--- config.mk ---
export PLATFORM = sky130hd
export DESIGN_NAME = arc4_sched_flat
export DESIGN_NICKNAME = d
export VERILOG_FILES = /design/src/rtl/arc4_sched_if.sv /design/src/rtl/arc4_sched.sv /design/src/flat_wrapper.sv
export SDC_FILE = /design/constraint.sdc
export NUM_CORES = 1
export LEC_CHECK = 0
export CORE_MARGIN = 5
export CORE_UTILIZATION = 29
export CTS_CLUSTER_DIAMETER = 30
export DETAILED_ROUTE_END_ITERATION = 12
export GPL_ROUTABILITY_DRIVEN = 0
export PLACE_DENSITY = 0.95
export RECOVER_POWER = 100
export SYNTH_ARGS = -nofsm -noshare
export SYNTH_HDL_FRONTEND = slang
export SYNTH_SLANG_ARGS = --single-unit
--- constraint.sdc ---
create_clock -name clk -period 4.6 [get_ports clk]
set_clock_uncertainty 0.15 [all_clocks]
set_input_delay 1.38 -clock clk [delete_from_list [all_inputs] [get_ports clk]]
set_output_delay 1.38 -clock clk [all_outputs]
set_load 0.005 [all_outputs]
--- src/rtl/arc4_sched_if.sv ---
// rtl/arc4_sched_if.sv - phase handshake and S-memory port bundle between arc4_sched and its phases
interface arc4_sched_if;
    logic       en_init,     en_ksa,     en_prga;
    logic       rdy_init,    rdy_ksa,    rdy_prga;
    logic [7:0] addr_init,   addr_ksa,   addr_prga;
    logic [7:0] wrdata_init, wrdata_ksa, wrdata_prga;
    logic       wren_init,   wren_ksa,   wren_prga;
    logic [7:0] s_addr;
    logic [7:0] s_wrdata;
    logic       s_wren;

    modport master (
        output en_init, en_ksa, en_prga,
        input  rdy_init, rdy_ksa, rdy_prga,
        input  addr_init, addr_ksa, addr_prga,
        input  wrdata_init, wrdata_ksa, wrdata_prga,
        input  wren_init, wren_ksa, wren_prga,
        output s_addr, s_wrdata, s_wren
    );

    modport slave (
        input  en_init, en_ksa, en_prga,
        output rdy_init, rdy_ksa, rdy_prga,
        output addr_init, addr_ksa, addr_prga,
        output wrdata_init, wrdata_ksa, wrdata_prga,
        output wren_init, wren_ksa, wren_prga,
        input  s_addr, s_wrdata, s_wren
    );
endinterface

--- src/rtl/arc4_sched.sv ---
// rtl/arc4_sched.sv - ARC4 init/ksa/prga sequencer and S-memory arbiter
// Optional phase timeout enabled by ARC4_SCHED_TIMEOUT_EN.
module arc4_sched #(
    parameter logic [15:0] TIMEOUT_CYCLES = 16'd65535
) (
    input  logic         clk,
    input  logic         rst_n,
    input  logic         en,
    output logic         rdy,
    output logic [1:0]   phase,
    output logic         err,
    arc4_sched_if.master bus
);
    typedef enum logic [2:0] {IDLE, ARM, GUARD, WAIT, ERR} state_t;

    state_t     state_q, state_d;
    logic [1:0] phase_q, phase_d;
    logic       rdy_q,   rdy_d;
    logic       go_q,    go_d;
    logic       rdy_sel;
    logic       busy;

`ifdef ARC4_SCHED_TIMEOUT_EN
    logic [15:0] cnt_q, cnt_d;
    logic        err_q, err_d;
`else
    logic unused_timeout;
    assign unused_timeout = ^TIMEOUT_CYCLES;
`endif

    assign busy = (state_q == ARM) || (state_q == GUARD) || (state_q == WAIT);

    always_comb begin
        case (phase_q)
            2'd1:    rdy_sel = bus.rdy_init;
            2'd2:    rdy_sel = bus.rdy_ksa;
            2'd3:    rdy_sel = bus.rdy_prga;
            default: rdy_sel = 1'b0;
        endcase
    end

    always_comb begin
        state_d = state_q;
        phase_d = phase_q;
        go_d    = 1'b0;
        case (state_q)
            IDLE: begin
                if (en) begin
                    state_d = ARM;
                    phase_d = 2'd1;
                end
            end
            ARM: begin
                if (rdy_sel) begin
                    go_d    = 1'b1;
                    state_d = GUARD;
                end
            end
            // rdy_x may still be high from before the start pulse; skip it.
            GUARD: state_d = WAIT;
            WAIT: begin
                if (rdy_sel) begin
                    if (phase_q == 2'd3) begin
                        phase_d = 2'd0;
                        state_d = IDLE;
                    end else begin
                        phase_d = phase_q + 2'd1;
                        state_d = ARM;
                    end
                end
            end
            ERR:     phase_d = 2'd0;
            default: state_d = IDLE;
        endcase
`ifdef ARC4_SCHED_TIMEOUT_EN
        if (busy && (cnt_q == TIMEOUT_CYCLES - 16'd1)) begin
            state_d = ERR;
            phase_d = 2'd0;
            go_d    = 1'b0;
        end
        if ((state_d == ARM) && (state_q != ARM)) begin
            cnt_d = 16'd0;
        end else if (busy) begin
            cnt_d = cnt_q + 16'd1;
        end else begin
            cnt_d = cnt_q;
        end
        err_d = err_q | (state_d == ERR);
`endif
        rdy_d = (state_d == IDLE);
    end

    always_ff @(posedge clk or negedge rst_n) begin
        if (!rst_n) begin
            state_q <= IDLE;
            phase_q <= 2'd0;
            rdy_q   <= 1'b1;
            go_q    <= 1'b0;
        end else begin
            state_q <= state_d;
            phase_q <= phase_d;
            rdy_q   <= rdy_d;
            go_q    <= go_d;
        end
    end

`ifdef ARC4_SCHED_TIMEOUT_EN
    always_ff @(posedge clk or negedge rst_n) begin
        if (!rst_n) begin
            cnt_q <= 16'd0;
            err_q <= 1'b0;
        end else begin
            cnt_q <= cnt_d;
            err_q <= err_d;
        end
    end
    assign err = err_q;
`else
    assign err = 1'b0;
`endif

    assign rdy         = rdy_q;
    assign phase       = phase_q;
    assign bus.en_init = go_q & (phase_q == 2'd1);
    assign bus.en_ksa  = go_q & (phase_q == 2'd2);
    assign bus.en_prga = go_q & (phase_q == 2'd3);

    // Only the owning phase reaches memory; phase 0 parks the port at zero.
    always_comb begin
        bus.s_addr   = 8'd0;
        bus.s_wrdata = 8'd0;
        bus.s_wren   = 1'b0;
        case (phase_q)
            2'd1: begin
                bus.s_addr   = bus.addr_init;
                bus.s_wrdata = bus.wrdata_init;
                bus.s_wren   = bus.wren_init;
            end
            2'd2: begin
                bus.s_addr   = bus.addr_ksa;
                bus.s_wrdata = bus.wrdata_ksa;
                bus.s_wren   = bus.wren_ksa;
            end
            2'd3: begin
                bus.s_addr   = bus.addr_prga;
                bus.s_wrdata = bus.wrdata_prga;
                bus.s_wren   = bus.wren_prga;
            end
            default: ;
        endcase
    end
endmodule

--- src/flat_wrapper.sv ---
// flat-port wrapper written by rule: the top's interface ports become plain ports
module arc4_sched_flat 
#(
    parameter logic [15:0] TIMEOUT_CYCLES = 16'd65535
)
  (clk, rst_n, en, rdy, phase, err, bus_en_init, bus_en_ksa, bus_en_prga, bus_rdy_init, bus_rdy_ksa, bus_rdy_prga, bus_addr_init, bus_addr_ksa, bus_addr_prga, bus_wrdata_init, bus_wrdata_ksa, bus_wrdata_prga, bus_wren_init, bus_wren_ksa, bus_wren_prga, bus_s_addr, bus_s_wrdata, bus_s_wren);
  arc4_sched_if bus_i ();
  input  logic clk;
  input  logic rst_n;
  input  logic en;
  output logic rdy;
  output logic [1:0] phase;
  output logic err;
  output wire logic [$bits(bus_i.en_init)-1:0] bus_en_init;
  output wire logic [$bits(bus_i.en_ksa)-1:0] bus_en_ksa;
  output wire logic [$bits(bus_i.en_prga)-1:0] bus_en_prga;
  input wire logic [$bits(bus_i.rdy_init)-1:0] bus_rdy_init;
  input wire logic [$bits(bus_i.rdy_ksa)-1:0] bus_rdy_ksa;
  input wire logic [$bits(bus_i.rdy_prga)-1:0] bus_rdy_prga;
  input wire logic [$bits(bus_i.addr_init)-1:0] bus_addr_init;
  input wire logic [$bits(bus_i.addr_ksa)-1:0] bus_addr_ksa;
  input wire logic [$bits(bus_i.addr_prga)-1:0] bus_addr_prga;
  input wire logic [$bits(bus_i.wrdata_init)-1:0] bus_wrdata_init;
  input wire logic [$bits(bus_i.wrdata_ksa)-1:0] bus_wrdata_ksa;
  input wire logic [$bits(bus_i.wrdata_prga)-1:0] bus_wrdata_prga;
  input wire logic [$bits(bus_i.wren_init)-1:0] bus_wren_init;
  input wire logic [$bits(bus_i.wren_ksa)-1:0] bus_wren_ksa;
  input wire logic [$bits(bus_i.wren_prga)-1:0] bus_wren_prga;
  output wire logic [$bits(bus_i.s_addr)-1:0] bus_s_addr;
  output wire logic [$bits(bus_i.s_wrdata)-1:0] bus_s_wrdata;
  output wire logic [$bits(bus_i.s_wren)-1:0] bus_s_wren;
  assign bus_en_init = bus_i.en_init;
  assign bus_en_ksa = bus_i.en_ksa;
  assign bus_en_prga = bus_i.en_prga;
  assign bus_i.rdy_init = bus_rdy_init;
  assign bus_i.rdy_ksa = bus_rdy_ksa;
  assign bus_i.rdy_prga = bus_rdy_prga;
  assign bus_i.addr_init = bus_addr_init;
  assign bus_i.addr_ksa = bus_addr_ksa;
  assign bus_i.addr_prga = bus_addr_prga;
  assign bus_i.wrdata_init = bus_wrdata_init;
  assign bus_i.wrdata_ksa = bus_wrdata_ksa;
  assign bus_i.wrdata_prga = bus_wrdata_prga;
  assign bus_i.wren_init = bus_wren_init;
  assign bus_i.wren_ksa = bus_wren_ksa;
  assign bus_i.wren_prga = bus_wren_prga;
  assign bus_s_addr = bus_i.s_addr;
  assign bus_s_wrdata = bus_i.s_wrdata;
  assign bus_s_wren = bus_i.s_wren;
  arc4_sched #(.TIMEOUT_CYCLES(TIMEOUT_CYCLES)) u_core (.clk(clk), .rst_n(rst_n), .en(en), .rdy(rdy), .phase(phase), .err(err), .bus(bus_i));
endmodule
==> flow_summary.ini <==
[outcome]
status = complete, no violations

[place]
placed_cells = 183
pre_cts_ws_ns = 0.338
dpl-instance-area_um2 = 1490
hpwl_mm = 2.51
io_buffers = 79

[yosys]
ys_seq_elements = 7
synth_warnings = 0
synth_area_um2 = 709
synthCells = 84
yosysSeqAreaShare = 0.249
synthArstFlopShare = 1.00
synth_edf_count = 0
synth_ff_type = dfrtp_1
syn_nets = 145
syn_area_per_cell_um2 = 8.45
synthDistinctLibCells = 29

[drt]
drt_first_pass_iters = 5
vias_per_cell = 5.41
post-route-drc-count = 0
ant_nets = 0
routed_wl_mm = 3.25
wire_per_inst_um = 17.4
drt-initial-drc-count = 152
vias = 1011

[clocking]
cts_buffers = 3
post_cts_buffers = 0
cts_tree = built
ctsHoldBuffers = 0
cts_htree_levels = 1
clk_path_buf_depth = 2
insertion_delay_ns = 0.25
cts_root_buffer = clkbuf_4
post_cts_resized = 0
cts_sinks = 7
clk_transition_reported_paths_ns = 0.05

[worst_setup_path]
worst_path_max_delay_cell = dlygate4sd3_1
required_ns = 3.07
crit_type = in2out
start_kind = input pin
cp-end-kind = output port
path_cells = clkdlybuf4s50_1, a222oi_1, nor2_1, dlygate4sd3_1
cp_slowest_stage_delay_ns = 0.60
cp_max_fo = 1
critPathArrivalTime_ns = 2.85

[global_route]
grt_use_met1 = 0.207
grtUsageMet3 = 0.0305
grt_pass1_vias = 1067
grt_max_degree = 23
overflow = 0
grt_pass1_wl_mm = 4.93
busiest_layer = met2
antenna_found_initial = 0
grt_use_total = 0.178
use_met2 = 0.324

[floorplan]
die_w_um = 59.5
coreArea_um2 = 2410
dieHeight_um = 59.5
initial_core_util = 0.294
die_area_um2 = 3540
ios = 81
rows = 18

[final_layout]
drive_gt1_frac = 0.0318
layout_common_cells = 57 x clkdlybuf4s50_1, 22 x dlygate4sd3_1, 19 x nor2_1
final_common_cell = clkdlybuf4s50_1
post_layout_nonfiller_instances = 187
n_antenna_cell = 0
finish.net_count = 219
fin_area_um2 = 1510
fillers = 211
area_growth_pct = 113

[timing]
rsz0062_at_grt = false
relSlewSlack = 0.406
fin_crit_ns = 4.38
setup_ws_ns = 0.223
worstMarginPinSlew_ns = 0.891
setup-tns-final_ns = 0
timing.fmax_mhz = 228
setup_violations = 0
hold_viol = 0
drv_slew = 0
finalCritPeriodShare = 0.952

[power]
power_density_nw_per_um2 = 473
peakVddDrop_uv = 374
leakage_nw = 0.626

[worst_hold_path]
min_path_type = reg2reg

[job]
max_cap_viol_count = 0
[routing by layer]
metal / part of all wire / up-vias
li1: - / 478
met1: 0.37 / 478
met2: 0.54 / 53
met3: 0.082 / 2
met4: 0.0058 / 0
met5: 0 / -
[worst paths after layout]
check | startpoint | endpoint | slack [ns] | cells past startpoint
max | bus_addr_prga[4] | bus_s_addr[4] | 0.22 | 4
min | u_core.state_q[2] | u_core.state_q[0] | 0.37 | 1
max reg2reg | u_core.phase[0] | u_core.phase[1] | 1.90 | 4
min reg2reg | u_core.state_q[2] | u_core.state_q[0] | 0.37 | 1
max in group asynchronous | rst_n | u_core.rdy | 2.72 | 1
min in group asynchronous | rst_n | u_core.go_q | 1.30 | 1
[critical path: cells and delay by family]
| family | cells | cell delay [ns] |
|---|---|---|
| simple gates | 1 | 0.07 |
| buf+inv | 2 | 1.01 |
| compound gates | 1 | 0.39 |
[metrics by stage]
stage | hold slack, ns | util | total power [mW]
floorplan | 0.322 | - | 0.403
global placement | 0.341 | 0.617 | 0.679
detailed placement | 0.359 | 0.617 | 0.697
CTS | 0.367 | 0.628 | 0.759
global route | 0.410 | 0.626 | 0.777
finish | 0.371 | 0.626 | 0.713
[cells by family after synthesis]
family	synth area share
compound gates	0.325
flops	0.249
mux	0.0494
other cells	0.00529
simple gates	0.215
buf+inv	0.0864
fa+ha+maj	0.0705
[state kept, by name, indices dropped and copies added, names as in the netlist]
| signal | flops |
|---|---|
| u_core.rdy | 1 |
| u_core.state_q | 3 |
| u_core.go_q | 1 |
| u_core.phase | 2 |
[Yosys cell counts, types with 2 or more instances]
master / n / area [um2]
nor2_1: 19 / 71.3
a222oi_1: 18 / 180
clkbuf_1: 6 / 22.5
dfrtp_1: 6 / 150
ha_1: 4 / 50.1
and2_1: 3 / 18.8
inv_1: 3 / 11.3
mux2i_1: 2 / 20.0
nor3b_1: 2 / 15.0
o31ai_1: 2 / 15.0
[report_power, final]
part,switching (mW),internal (mW),total (mW)
logic,0.249,0.294,0.543
registers,0.0276,0.0845,0.112
clock network,0.0247,0.0332,0.0580
total,0.301,0.412,0.713
[layout make-up]
type                            count  area (um2)  share of cell area
Multi-Input combinational cell     64         467               0.309
Timing Repair Buffer               79         791               0.524
Tap cell                           30        37.5              0.0249
Clock buffer                        4        26.3              0.0174
Inverter                            3        11.3             0.00746
Sequential cell                     7         176               0.117
Note: power is estimated with default switching activity, not from simulation.
